==> config.mk <==
export PLATFORM = sky130hd
export DESIGN_NAME = sid_stereo_mixer_flat
export DESIGN_NICKNAME = d
export VERILOG_FILES = /design/src/rtl/sid_stereo_mixer_if.sv /design/src/rtl/sid_stereo_mixer.sv /design/src/flat_wrapper.sv
export SDC_FILE = /design/constraint.sdc
export NUM_CORES = 1
export LEC_CHECK = 0
export ABC_AREA = 1
export BUFFER_PORTS_ARGS = -buffer_cell sky130_fd_sc_hd__buf_2
export CAP_MARGIN = 10
export CORE_AREA = 2 2 131 260
export CTS_CLUSTER_SIZE = 20
export DETAILED_ROUTE_END_ITERATION = 6
export DIE_AREA = 0 0 133 262
export SLEW_MARGIN = 20
export SYNTH_ARGS = -nofsm -noshare
export SYNTH_HDL_FRONTEND = slang
export SYNTH_SLANG_ARGS = --single-unit
==> constraint.sdc <==
create_clock -name clk -period 12.8 [get_ports clk]
set_clock_uncertainty 0.05 [all_clocks]
set_input_delay 0.64 -clock clk [delete_from_list [all_inputs] [get_ports clk]]
set_output_delay 0.64 -clock clk [all_outputs]
set_load 0.05 [all_outputs]
==> src/rtl/sid_stereo_mixer_if.sv <==
// Bus bundle for sid_stereo_mixer: sample input and start tick, gain/pan config
// write port, and the stereo result stream with its valid/ready handshake.
//   master : host side (drives samples, start, config, out_ready)
//   slave  : mixer side (drives out_l/out_r, out_valid, clip flags, overrun, busy)
interface sid_stereo_mixer_if #(
    parameter int unsigned NUM_CH   = 2,
    parameter int unsigned SAMPLE_W = 16,
    parameter int unsigned GAIN_W   = 8,
    parameter int unsigned OUT_W    = 16
);
    logic [NUM_CH*SAMPLE_W-1:0] in_samples;
    logic                       start;
    logic                       cfg_we;
    logic [3:0]                 cfg_addr;
    logic [GAIN_W+1:0]          cfg_wdata;
    logic signed [OUT_W-1:0]    out_l;
    logic signed [OUT_W-1:0]    out_r;
    logic                       out_valid;
    logic                       out_ready;
    logic                       clip_l;
    logic                       clip_r;
    logic                       overrun;
    logic                       busy;

    modport master (
        output in_samples, start, cfg_we, cfg_addr, cfg_wdata, out_ready,
        input  out_l, out_r, out_valid, clip_l, clip_r, overrun, busy
    );

    modport slave (
        input  in_samples, start, cfg_we, cfg_addr, cfg_wdata, out_ready,
        output out_l, out_r, out_valid, clip_l, clip_r, overrun, busy
    );
endinterface

==> src/rtl/sid_stereo_mixer.sv <==
// N-channel SID stereo mixer. On each start tick the channel samples are
// snapshotted, then gain-scaled and accumulated one channel per cycle into left
// and right accumulators according to each channel's pan bits. The sums are
// rescaled by the Q1.(GAIN_W-1) gain format, saturated to OUT_W and presented
// under a valid/ready handshake.
// Ports:
//   clk  : system clock
//   rst  : synchronous active-high reset
//   bus  : sid_stereo_mixer_if.slave (samples/start, config write, result stream,
//          clip flags, overrun pulse, busy)
module sid_stereo_mixer #(
    parameter int unsigned NUM_CH   = 2,
    parameter int unsigned SAMPLE_W = 16,
    parameter int unsigned GAIN_W   = 8,
    parameter int unsigned OUT_W    = 16
) (
    input logic              clk,
    input logic              rst,
    sid_stereo_mixer_if.slave bus
);
    localparam int unsigned AccW  = SAMPLE_W + GAIN_W + $clog2(NUM_CH) + 1;
    localparam int unsigned ProdW = SAMPLE_W + GAIN_W + 1;
    localparam int unsigned ChW   = (NUM_CH > 1) ? $clog2(NUM_CH) : 1;

    localparam logic [ChW-1:0]         LastCh = ChW'(NUM_CH - 1);
    localparam logic [GAIN_W-1:0]      Unity  = GAIN_W'(1) << (GAIN_W - 1);
    localparam logic signed [AccW-1:0] OutMax = {{(AccW - OUT_W + 1){1'b0}}, {(OUT_W - 1){1'b1}}};
    localparam logic signed [AccW-1:0] OutMin = ~OutMax;

    typedef enum logic [1:0] {StIdle, StAcc, StSat, StOut} state_e;

    state_e                     state_q, state_d;
    logic [ChW-1:0]             ch_q, ch_d;
    logic signed [AccW-1:0]     acc_l_q, acc_l_d, acc_r_q, acc_r_d;
    logic signed [SAMPLE_W-1:0] snap_q [NUM_CH];
    logic [GAIN_W-1:0]          gain_q [NUM_CH];
    logic [1:0]                 pan_q  [NUM_CH];
    logic signed [OUT_W-1:0]    out_l_q, out_l_d, out_r_q, out_r_d;
    logic                       clip_l_q, clip_l_d, clip_r_q, clip_r_d;
    logic                       overrun_q, overrun_d;
    logic                       load_snap;

    logic signed [ProdW-1:0]    samp_x, gain_x, prod;
    logic signed [AccW-1:0]     prod_ext, sh_l, sh_r;
    logic [OUT_W:0]             sat_l, sat_r;

    // Returns {clip, value}.
    function automatic logic [OUT_W:0] saturate(input logic signed [AccW-1:0] v);
        if (v > OutMax) begin
            return {1'b1, OutMax[OUT_W-1:0]};
        end else if (v < OutMin) begin
            return {1'b1, OutMin[OUT_W-1:0]};
        end
        return {1'b0, v[OUT_W-1:0]};
    endfunction

    // Gain is read live, so a config write landing on this channel's cycle
    // only takes effect from the next frame.
    always_comb begin
        samp_x   = ProdW'(snap_q[ch_q]);
        gain_x   = ProdW'({1'b0, gain_q[ch_q]});
        prod     = samp_x * gain_x;
        prod_ext = AccW'(prod);
        sh_l     = acc_l_q >>> (GAIN_W - 1);
        sh_r     = acc_r_q >>> (GAIN_W - 1);
        sat_l    = saturate(sh_l);
        sat_r    = saturate(sh_r);
    end

    always_comb begin
        state_d   = state_q;
        ch_d      = ch_q;
        acc_l_d   = acc_l_q;
        acc_r_d   = acc_r_q;
        out_l_d   = out_l_q;
        out_r_d   = out_r_q;
        clip_l_d  = clip_l_q;
        clip_r_d  = clip_r_q;
        load_snap = 1'b0;
        overrun_d = bus.start && (state_q != StIdle);
        unique case (state_q)
            StIdle: begin
                if (bus.start) begin
                    state_d   = StAcc;
                    load_snap = 1'b1;
                    ch_d      = '0;
                    acc_l_d   = '0;
                    acc_r_d   = '0;
                end
            end
            StAcc: begin
                if (pan_q[ch_q][0]) acc_l_d = acc_l_q + prod_ext;
                if (pan_q[ch_q][1]) acc_r_d = acc_r_q + prod_ext;
                if (ch_q == LastCh) begin
                    state_d = StSat;
                end else begin
                    ch_d = ch_q + 1'b1;
                end
            end
            StSat: begin
                out_l_d  = sat_l[OUT_W-1:0];
                clip_l_d = sat_l[OUT_W];
                out_r_d  = sat_r[OUT_W-1:0];
                clip_r_d = sat_r[OUT_W];
                state_d  = StOut;
            end
            StOut: begin
                if (bus.out_ready) state_d = StIdle;
            end
            default: state_d = StIdle;
        endcase
    end

    always_ff @(posedge clk) begin
        if (rst) begin
            state_q   <= StIdle;
            ch_q      <= '0;
            acc_l_q   <= '0;
            acc_r_q   <= '0;
            out_l_q   <= '0;
            out_r_q   <= '0;
            clip_l_q  <= 1'b0;
            clip_r_q  <= 1'b0;
            overrun_q <= 1'b0;
            for (int k = 0; k < NUM_CH; k++) begin
                snap_q[k] <= '0;
                gain_q[k] <= Unity;
                pan_q[k]  <= 2'b11;
            end
        end else begin
            state_q   <= state_d;
            ch_q      <= ch_d;
            acc_l_q   <= acc_l_d;
            acc_r_q   <= acc_r_d;
            out_l_q   <= out_l_d;
            out_r_q   <= out_r_d;
            clip_l_q  <= clip_l_d;
            clip_r_q  <= clip_r_d;
            overrun_q <= overrun_d;
            if (load_snap) begin
                for (int k = 0; k < NUM_CH; k++) begin
                    snap_q[k] <= bus.in_samples[k*SAMPLE_W +: SAMPLE_W];
                end
            end
            if (bus.cfg_we && (32'(bus.cfg_addr) < NUM_CH)) begin
                gain_q[bus.cfg_addr[ChW-1:0]] <= bus.cfg_wdata[GAIN_W-1:0];
                pan_q[bus.cfg_addr[ChW-1:0]]  <= bus.cfg_wdata[GAIN_W+1:GAIN_W];
            end
        end
    end

    assign bus.out_l     = out_l_q;
    assign bus.out_r     = out_r_q;
    assign bus.clip_l    = clip_l_q;
    assign bus.clip_r    = clip_r_q;
    assign bus.out_valid = (state_q == StOut);
    assign bus.overrun   = overrun_q;
    assign bus.busy      = (state_q != StIdle);
endmodule

==> src/flat_wrapper.sv <==
// flat-port wrapper written by rule: the top's interface ports become plain ports
module sid_stereo_mixer_flat 
#(
    parameter int unsigned NUM_CH   = 2,
    parameter int unsigned SAMPLE_W = 16,
    parameter int unsigned GAIN_W   = 8,
    parameter int unsigned OUT_W    = 16
)
  (clk, rst, bus_in_samples, bus_start, bus_cfg_we, bus_cfg_addr, bus_cfg_wdata, bus_out_ready, bus_out_l, bus_out_r, bus_out_valid, bus_clip_l, bus_clip_r, bus_overrun, bus_busy);
  sid_stereo_mixer_if #(.NUM_CH(NUM_CH), .SAMPLE_W(SAMPLE_W), .GAIN_W(GAIN_W), .OUT_W(OUT_W)) bus_i ();
  input logic clk;
  input logic rst;
  input wire logic [$bits(bus_i.in_samples)-1:0] bus_in_samples;
  input wire logic [$bits(bus_i.start)-1:0] bus_start;
  input wire logic [$bits(bus_i.cfg_we)-1:0] bus_cfg_we;
  input wire logic [$bits(bus_i.cfg_addr)-1:0] bus_cfg_addr;
  input wire logic [$bits(bus_i.cfg_wdata)-1:0] bus_cfg_wdata;
  input wire logic [$bits(bus_i.out_ready)-1:0] bus_out_ready;
  output wire logic [$bits(bus_i.out_l)-1:0] bus_out_l;
  output wire logic [$bits(bus_i.out_r)-1:0] bus_out_r;
  output wire logic [$bits(bus_i.out_valid)-1:0] bus_out_valid;
  output wire logic [$bits(bus_i.clip_l)-1:0] bus_clip_l;
  output wire logic [$bits(bus_i.clip_r)-1:0] bus_clip_r;
  output wire logic [$bits(bus_i.overrun)-1:0] bus_overrun;
  output wire logic [$bits(bus_i.busy)-1:0] bus_busy;
  assign bus_i.in_samples = bus_in_samples;
  assign bus_i.start = bus_start;
  assign bus_i.cfg_we = bus_cfg_we;
  assign bus_i.cfg_addr = bus_cfg_addr;
  assign bus_i.cfg_wdata = bus_cfg_wdata;
  assign bus_i.out_ready = bus_out_ready;
  assign bus_out_l = bus_i.out_l;
  assign bus_out_r = bus_i.out_r;
  assign bus_out_valid = bus_i.out_valid;
  assign bus_clip_l = bus_i.clip_l;
  assign bus_clip_r = bus_i.clip_r;
  assign bus_overrun = bus_i.overrun;
  assign bus_busy = bus_i.busy;
  sid_stereo_mixer #(.NUM_CH(NUM_CH), .SAMPLE_W(SAMPLE_W), .GAIN_W(GAIN_W), .OUT_W(OUT_W)) u_core (.clk(clk), .rst(rst), .bus(bus_i));
endmodule
== Word-level counts from Yosys, hierarchy flattened ==
Memories as Yosys holds them, arrays and structs flattened. A register that Yosys moved wholly into a read port is not among the register bits.
Index checks and enable logic that the tools add are counted.

* Memories: 3
* Bits in writable memories: 52
* Memory bits (read-only): 0
* Bits in latches: 0
* Output and inout bits: 37
* Register bits: 90

{| class="wikitable"
|+ Memories
! name !! words !! width !! read ports !! clocked after memory_dff !! write ports !! RTL line !! RTL
|-
| u_core.snap_q || 2 || 16 || 1 || 1 || 2 || sid_stereo_mixer.sv:35 || <nowiki>logic signed [SAMPLE_W-1:0] snap_q [NUM_CH];</nowiki>
|-
| u_core.gain_q || 2 || 8 || 1 || 1 || 2 || sid_stereo_mixer.sv:36 || <nowiki>logic [GAIN_W-1:0] gain_q [NUM_CH];</nowiki>
|-
| u_core.pan_q || 2 || 2 || 1 || 1 || 2 || sid_stereo_mixer.sv:37 || <nowiki>logic [1:0] pan_q [NUM_CH];</nowiki>
|}

* Equality and inequality tests: 8
* Muxes and demuxes: 46
* Shift-type cells: 0
* Div/mod/pow operators: 0
* Reduce and logical (&&, ||, !) cells: 11
* $lt $le $gt $ge: 5
* Bitwise gates (word level): 2
* Multiply operators: 1
* Add/sub/neg operators: 3

{| class="wikitable"
|+ Operator list
! kind !! number
|-
| 26-bit case mux with 2 select lines || 2
|-
| 17-bit 2-to-1 mux || 6
|-
| 26-bit 2-to-1 mux || 3
|-
| 26-bit by 25-bit adder with 26-bit output || 2
|-
| 19-bit by 16-bit > comparator with 1-bit output (second input constant) || 2
|-
| 19-bit by 16-bit < comparator with 1-bit output (second input constant) || 2
|-
| 16-bit 2-to-1 mux || 2
|-
| 1-bit 2-to-1 mux || 26
|-
| 16-bit by 9-bit multiplier with 25-bit output || 1
|-
| 3-bit AND reduction || 3
|-
| 2-bit 2-to-1 mux || 4
|-
| 8-bit 2-to-1 mux || 1
|-
| 2-bit case mux with 4 select lines || 1
|-
| 8-bit OR reduction || 1
|-
| 2-bit by 1-bit inequality test with 1-bit output (second input constant) || 3
|-
| 2-bit == test (second input constant) || 2
|-
| 4-bit by 2-bit < comparator with 1-bit output (second input constant) || 1
|-
| 2-bit inequality test (second input constant) || 2
|-
| 2-bit nonzero test || 2
|-
| 2-bit by 1-bit == test with 1-bit output (second input constant) || 1
|-
| 1-bit logical AND || 2
|-
| 2-bit zero test || 1
|-
| 1-bit OR || 2
|-
| 1-bit case mux with 2 select lines || 1
|-
| other kinds (3) || 3
|}

== Longest topological paths before layout ==
Gate-level depths: netlist of run 1.

* Depth after elaboration: 7
* Mapped depth: 40
* Depth with buffers taken out: 37

== Least setup slack after synthesis of run 1 ==
No wires, ideal clock.

* Path kind: register -> register
* From: register (tool-made name)
* To: register u_core.acc_l_q[25]
* Path slack: 6.649 ns
* Buffers on the path: 2
* Data required time: 12.680 ns
* Stages on the path, launching flop included: 33
* Arrival: 6.031 ns
* Period minus slack after synthesis: 6.151 ns
* Library setup time: 0.070 ns
* Cell sequence: dfxtp_1 > buf_4 > buf_2 > mux2i_1 > nor2_1 > fa_1 > inv_1 > fa_1 > inv_2 > fa_1 > inv_1 > fa_1 > inv_1 > ha_1 > nand2_1 > inv_1 > nand2_1 > nand2_1 > a21oi_2 > nand3_2 > nand2_2 > nand2_1 > ha_1 > inv_1 > nor3_1 > nand2_1 > nor3_1 > nand2_2 > inv_2 > nor2_2 > nand3_1 > nand3_1 > a21oi_1

{| class="wikitable"
|+ RTL lines
! item !! RTL line !! RTL
|-
| end signal: assignment || sid_stereo_mixer.sv:133 || <nowiki>acc_l_q <= acc_l_d;</nowiki>
|-
| end: declaration || sid_stereo_mixer.sv:34 || <nowiki>logic signed [AccW-1:0] acc_l_q, acc_l_d, acc_r_q, acc_r_d;</nowiki>
|}

==> out/summary.txt, run 1 <==
share of cells above drive strength 1: 11.8%
run status: finished clean
CP max stage cell: o21ai_1
largest net degree at the start of global routing: 55
Post-synth EDFFs: 52
worst-margin pin slew: 1070 ps
worst hold path class: in2reg
Tcrit/Tclk final: 62.0%
number of port buffers: 87
post-DP HPWL: 33400 um
CTS Buf Count: 17
post-CTS resize count: 0
final hold vios: 0
RSZ-0062 raised after global routing: false
Avg Inst Size Synth: 7.45 sq um
Cell variety after synth: 48
initial antenna violation count: 0
RePlAce Congestion: 0.936
root buf cell: clkbuf_16
reg2reg path depth: 31
CTS tree: built
FP Rows: 94
Slew HR: 28.1%
routed len/inst: 17.4 um
TritonRoute pass-1 iters: 5
via count of the first global-routing pass: 12400
Gate Count Post-Synth: 1787
Post-CTS Setup Bufs: 0
register area share after synthesis: 25.4%
Final Critical Period: 7940 ps
area grow syn2layout: 11.2%
Nets: 2127
Fmax achieved: 126 MHz
Max-Cap Viols: 0
Post-synth ARST share: 0%
Slew Viols, Final: 0
FILL cells: 3348
Most used DFF post-synth: dfxtp_1
most used cell, CP: inv_1
worst-skew pair later-pin latency: 460 ps
FF+latch count, synth: 143
die area: 34800 sq um
Inserted Diodes: 0
synth warn: 0
global-route usage over all layers: 24.1%
Setup crit end: u_core.acc_r_q[19]
first-pass GRT wire length: 63600 um
total grt overflow: 0
Data arrival, critical path: 8210 ps
number of H-tree levels: 4
io pins: 88
Die Height: 262 um
Initial Util: 40.6%
# setup viols final: 0
CTS Sinks: 143
R2R setup slack: 4860 ps
Crit path required time: 13070 ps
Worst-path clk slew: 70 ps
Reg2Reg Capture Point: u_core.acc_r_q[19]
critical path launch point type: register
Final TNS setup: 0 ps
Post-Route WL: 40300 um
via count: 11900
post-DR vias/cell: 5.13
core area: 32800 sq um
kind of critical path: reg2reg
Initial DRC Count: 637
cts hold-fix bufs: 0
cell area after synthesis: 13300 sq um
Worst Setup End Kind: register
Worst path max stage delay: 570 ps
critical path fanouts, max: 27
post-route ant nets: 0
die width: 133 um
syn nets: 2046
# DRC: 0
clock buffer depth: 2
==> synthesized netlist by cell type (12+ instances only) <==
master    count  area share [%]
nor2_1      192             5.4
a21oi_1     157             5.9
edfxtp_1     52              12
nand3_1      78             2.9
a21boi_0     16            0.90
nand4_1      13            0.61
o21ai_0      74             2.8
buf_2        13            0.49
clkbuf_1     21            0.59
or2_2        32             1.5
inv_1       307             8.7
ha_1        104             9.8
o21ai_1      28             1.1
fa_1        104              16
o21ai_2      12            0.79
inv_2        16            0.45
nor3_1       12            0.45
dfxtp_1      91              14
nand2_1     355              10
==> cell usage in the layout, fill, tap and decap left out, types with 52 or more instances in the layout <==
master	instances
nand2_1	355
inv_1	307
nor2_1	192
a21oi_1	157
fa_1	104
ha_1	104
dfxtp_1	91
buf_2	87
nand3_1	78
o21ai_0	74
edfxtp_1	52
==> critical path, delay by kind of cell (launching register included) <==
| kind | cells | cell delay [ps] |
|---|---|---|
| AO/OA/AOI/OAI | 8 | 2180 |
| flip-flops | 1 | 310 |
| adder cells (fa/ha/maj) | 6 | 2650 |
| buffers and inverters | 8 | 1220 |
| XOR/XNOR | 1 | 240 |
| AND/OR/NAND/NOR | 8 | 1130 |
==> flip-flops by register name, indices dropped and copies added (netlist names), 2 cells and up, named ones only <==
signal,flops
u_core.gain_q,16
u_core.acc_r_q,26
u_core.pan_q,4
u_core.bus.out_l,16
u_core.bus.out_r,16
u_core.snap_q,32
u_core.acc_l_q,26
u_core.state_q,2
==> logic make-up (layout without fill, tap and decap cells) <==
group | count (synthesis) | count (layout) | synth area share [%]
mux | 5 | 5 | 0.376
simple gates | 721 | 721 | 23.0
compound gates | 327 | 327 | 13.8
xor+xnor | 19 | 19 | 1.25
fa+ha+maj | 208 | 208 | 25.4
buf+inv | 364 | 458 | 10.7
flops | 143 | 143 | 25.4
==> area by class of cell <==
| type | count | area [sq um] | share of cell area (%) |
|---|---|---|---|
| clock inverters | 15 | 181 | 1.23 |
| well taps | 432 | 541 | 3.65 |
| inverters | 323 | 1210 | 8.19 |
| repair buffers | 103 | 556 | 3.75 |
| flip-flops and latches | 143 | 3380 | 22.9 |
| multi-input cells | 1280 | 8500 | 57.5 |
| clock buffers | 17 | 425 | 2.87 |
==> worst min-delay path by stage <==
stage / start / end / cells past startpoint / slack [ps]
floorplan: u_core.acc_l_q[0] / u_core.acc_l_q[0] / 2 / 400
global placement: u_core.acc_l_q[0] / u_core.acc_l_q[0] / 2 / 410
detailed placement: u_core.acc_r_q[5] / u_core.acc_r_q[5] / 2 / 410
CTS: bus_start / u_core.bus.overrun / 3 / 350
global route: bus_start / u_core.bus.overrun / 3 / 410
finish: bus_start / u_core.bus.overrun / 3 / 390
==> through the flow <==
stage	hold WS, ps	cells	cell area (sq um)	worst slack, ps	utilization, %
3_3_place_gp	407	2281	14200	5150	43.3
2_1_floorplan	399	1787	13300	6650	-
4_1_cts	353	2313	14800	4970	45.1
6_report	385	2313	14800	4860	45.1
3_5_place_dp	414	2281	14200	5030	43.3
5_1_grt	406	2313	14800	4440	45.1
==> layer usage <==
metal  track usage (%)  wire length, um  vias up  share of wire, %
met5                 0                0        -                 0
met1              21.1            13100     5583                32
met3              3.16              979      139               2.4
li1                  -                -     5861                 -
met2              49.6            23500      278                58
met4              15.9             2780        0               6.9
Power of run 1 is not shown: default switching activity piles up to over one toggle a cycle in this logic, so the estimate is an artifact.
==> run 2, diff against run 1 <==
Clock period 12.8 ns to 7.2 ns, I/O delays scaled along.
==> out/summary.txt, run 2 (synthesized netlist as in run 1, its figures left out) <==
RSZ-0062 raised after global routing: true
post-DP HPWL: 34100 um
commonest non-fill, non-tap cell in the layout: nand2_1
kind of critical path: reg2reg
Slew HR: 26.8%
Worst-path clk slew: 70 ps
worst hold path class: in2reg
multi-input logic area: 8580 sq um
leading registers by flop count: u_core.snap_q (32), u_core.acc_l_q (26), u_core.acc_r_q (26)
Initial Util: 40.6%
Sequential cell area: 3380 sq um
post-route ant nets: 0
# DRC: 0
DP Cell Count: 2311
global-route usage over all layers: 24.5%
DP Worst Slack: -185 ps
first-pass GRT wire length: 65200 um
number of H-tree levels: 4
PnR worst setup slack: 407 ps
RePlAce Congestion: 0.970
CP max stage cell: fa_1
Data arrival, critical path: 7050 ps
CTS Buf Count: 17
Fmax achieved: 147 MHz
Final Non-Filler Cells: 2348
reg2reg path depth: 34
Reg with most FFs: u_core.snap_q
Worst Setup End Kind: register
Tcrit/Tclk final: 94.3%
Die Height: 262 um
Worst path max stage delay: 580 ps
worst-margin pin slew: 1100 ps
Reg2Reg Capture Point: u_core.acc_l_q[25]
Slew Viols, Final: 0
Post-Route WL: 41300 um
routed len/inst: 17.6 um
io pins: 88
# setup viols final: 0
most frequent cells in the layout: 354 x nand2_1, 304 x inv_1, 191 x nor2_1, 157 x a21oi_1, 103 x fa_1
die width: 133 um
largest net degree at the start of global routing: 55
share of cells above drive strength 1: 14.2%
max reg flops: 32
total grt overflow: 0
Nets: 2162
FP Rows: 94
most used cell, CP: nand2_1
CTS Sinks: 143
core area: 32800 sq um
worst-skew pair later-pin latency: 450 ps
initial antenna violation count: 0
via count: 12100
number of port buffers: 87
clock buffer depth: 2
via count of the first global-routing pass: 12700
critical path fanouts, max: 21
Inserted Diodes: 0
FILL cells: 3326
CTS tree: built
R2R setup slack: 410 ps
root buf cell: clkbuf_16
final hold vios: 0
area grow syn2layout: 13.9%
Final Critical Period: 6790 ps
Max-Cap Viols: 0
Initial DRC Count: 650
run status: finished clean
die area: 34800 sq um
critical path launch point type: register
Crit path required time: 7460 ps
TritonRoute pass-1 iters: 6
post-DR vias/cell: 5.15
Setup crit end: u_core.acc_l_q[25]
run 2: cell count changes in the layout (fill, tap and decap cells not counted), sizes merged:
| cell | delta |
|---|---|
| buf | +35 |
| bufinv | +1 |
| clkinv | +2 |
| clkinvlp | +4 |
| inv | -7 |
run 2: per-stage QoR:
step                      TNS (ps)  util (%)  instance area, sq um  hold slack (ps)
after global placement        -201      43.9                 14400              407
after CTS                        0      45.8                 15000             89.0
after detailed placement      -185      43.9                 14400              418
after global routing          -151      46.2                 15200              114
after floorplan                  0         -                 13300              399
final                            0      46.2                 15200              110
run 2: layout make-up:
cell class / count / area share, %
clock buffers: 17 / 2.81
clock inverters: 15 / 1.20
inverters: 323 / 8.04
multi-input cells: 1280 / 56.6
flip-flops and latches: 143 / 22.3
well taps: 432 / 3.56
repair buffers: 138 / 5.49
run 2: worst min path at each step:
stage | slack [ps] | endpoint | from | cells after the start
floorplan | 400 | u_core.acc_l_q[0] | u_core.acc_l_q[0] | 2
global placement | 410 | u_core.acc_r_q[0] | u_core.acc_r_q[0] | 2
detailed placement | 420 | u_core.acc_r_q[0] | u_core.acc_r_q[0] | 2
CTS | 90 | u_core.bus.overrun | bus_start | 3
global route | 110 | u_core.bus.overrun | bus_start | 3
finish | 110 | u_core.bus.overrun | bus_start | 3
run 2: worst max-delay path, delay by kind of cell, from the launching register on:
family	cells	cell delay, ps
xor gates and xnor gates	1	460
adders and majority gates	6	2620
AOI/OAI and AO/OA	5	600
DFF	1	380
buffers and inverters	8	970
and+or+nand+nor	14	1560
run 2: what timing repair did:
action                                  CTS  global route
buffers inserted                          0             5
gates resized for setup                   1            18
endpoints found under the setup margin    1            14
pin swaps                                 0             1
hold buffers                              0             0
run 2: routing by layer:
metal  wire length, um  global-route usage, %  part of all wire [%]  vias to the layer above
met5                 0                      0                     0                        -
met4              3000                   16.8                   7.3                        0
met3              1130                   2.95                   2.7                      124
met2             23900                   50.6                    58                      288
met1             13200                   21.4                    32                     5768
li1                  -                      -                     -                     5917
Power of run 2 is left out for the same reason.
==> run 3, diff against run 2 <==
Settings changed: PLACE_DENSITY set to 0.67.
==> out/summary.txt, run 3 (synthesized netlist as in run 1, its figures left out) <==
Slew Viols, Final: 0
Sequential cell area: 3380 sq um
worst-skew pair later-pin latency: 460 ps
post-DP HPWL: 32200 um
worst hold path class: in2reg
share of cells above drive strength 1: 13.6%
leading registers by flop count: u_core.snap_q (32), u_core.acc_l_q (26), u_core.acc_r_q (26)
die area: 34800 sq um
worst-margin pin slew: 1110 ps
Slew HR: 25.7%
reg2reg path depth: 32
first-pass GRT wire length: 62700 um
max reg flops: 32
io pins: 88
critical path launch point type: register
FILL cells: 3298
Final TNS setup: 0 ps
run status: finished clean
Data arrival, critical path: 7060 ps
initial antenna violation count: 0
Worst Setup End Kind: register
Initial DRC Count: 588
CP delay by family, top: adder cells
critical path fanouts, max: 21
Post-Route WL: 39100 um
TritonRoute pass-1 iters: 5
post-route ant nets: 0
core area: 32800 sq um
RePlAce Congestion: 0.981
commonest non-fill, non-tap cell in the layout: nand2_1
number of port buffers: 87
most frequent cells in the layout: 355 x nand2_1, 306 x inv_1, 187 x nor2_1, 156 x a21oi_1, 104 x fa_1
final hold vios: 0
Max-Cap Viols: 0
most used cell, CP: inv_1
CTS tree: built
Final Critical Period: 6800 ps
kind of critical path: reg2reg
post-DR vias/cell: 5.14
CTS Sinks: 143
HP Start: bus_start
root buf cell: clkbuf_16
Reg2Reg Capture Point: u_core.acc_r_q[20]
# DRC: 0
routed len/inst: 16.8 um
CP max stage cell: fa_1
Die Height: 262 um
global-route usage over all layers: 23.3%
die width: 133 um
Worst-path clk slew: 70 ps
area grow syn2layout: 13.3%
Crit path required time: 7470 ps
number of H-tree levels: 4
Worst path max stage delay: 550 ps
largest net degree at the start of global routing: 55
Reg with most FFs: u_core.snap_q
FP Rows: 94
via count of the first global-routing pass: 12700
Tcrit/Tclk final: 94.4%
Initial Util: 40.6%
Fmax achieved: 147 MHz
CTS Buf Count: 17
via count: 12000
RSZ-0062 raised after global routing: false
hold endpoint: u_core.bus.overrun
WHS Path Cells: 3
clock buffer depth: 2
total grt overflow: 0
# setup viols final: 0
Inserted Diodes: 0
R2R setup slack: 400 ps
CP Buf/Inv Count: 9
multi-input logic area: 8640 sq um
Nets: 2141
-- run 3: changes by cell type in the layout (fill, tap and decap cells not counted), sizes merged --
cell      change
clkinvlp      -5
buf          -21
bufinv        +1
inv           +5
clkinv        -1
-- run 3: worst max-delay path by stage --
stage                          to  cells past startpoint  startpoint
2_1_floorplan  u_core.acc_l_q[25]                     32    register
6_report       u_core.acc_r_q[20]                     32    register
3_5_place_dp   u_core.acc_r_q[25]                     35    register
5_1_grt        u_core.acc_l_q[22]                     31    register
4_1_cts        u_core.acc_r_q[25]                     32    register
3_3_place_gp   u_core.acc_r_q[25]                     34    register
-- run 3: through the flow --
step	setup WS (ps)	instances	hold slack, ps	instance area (sq um)	util, %
3_3_place_gp	253	2293	407	14300	43.6
3_5_place_dp	197	2293	413	14300	43.6
5_1_grt	26.4	2327	127	15100	46.0
2_1_floorplan	1050	1787	399	13300	-
4_1_cts	138	2325	110	14900	45.5
6_report	402	2327	113	15100	46.0
-- run 3: area by class of cell --
cell class                 count  share of cell area [%]
timing repair buffer         117                    4.46
sequential                   143                    22.4
clock buffer                  17                    2.82
inverter                     323                    8.05
clock inverter                15                    1.39
tap                          432                    3.58
multi-input combinational   1280                    57.3
-- run 3: metal layers --
metal / part of all wire [%] / vias up / track usage (%)
met2: 56 / 290 / 46.4
met5: 0 / - / 0
met4: 8.6 / 0 / 18.6
li1: - / 5873 / -
met3: 2.4 / 167 / 2.91
met1: 33 / 5620 / 20.7
-- run 3: what timing repair did --
action	CTS	global route
endpoints found under the setup margin	0	14
hold buffers	0	0
gates resized for setup	0	27
setup buffers	0	2
-- run 3: tightest hold or removal path, cell delays in order --
cell,delay (ps)
buf_2,120
nand2_1,60
nor2_1,30
Power of run 3 is left out for the same reason.
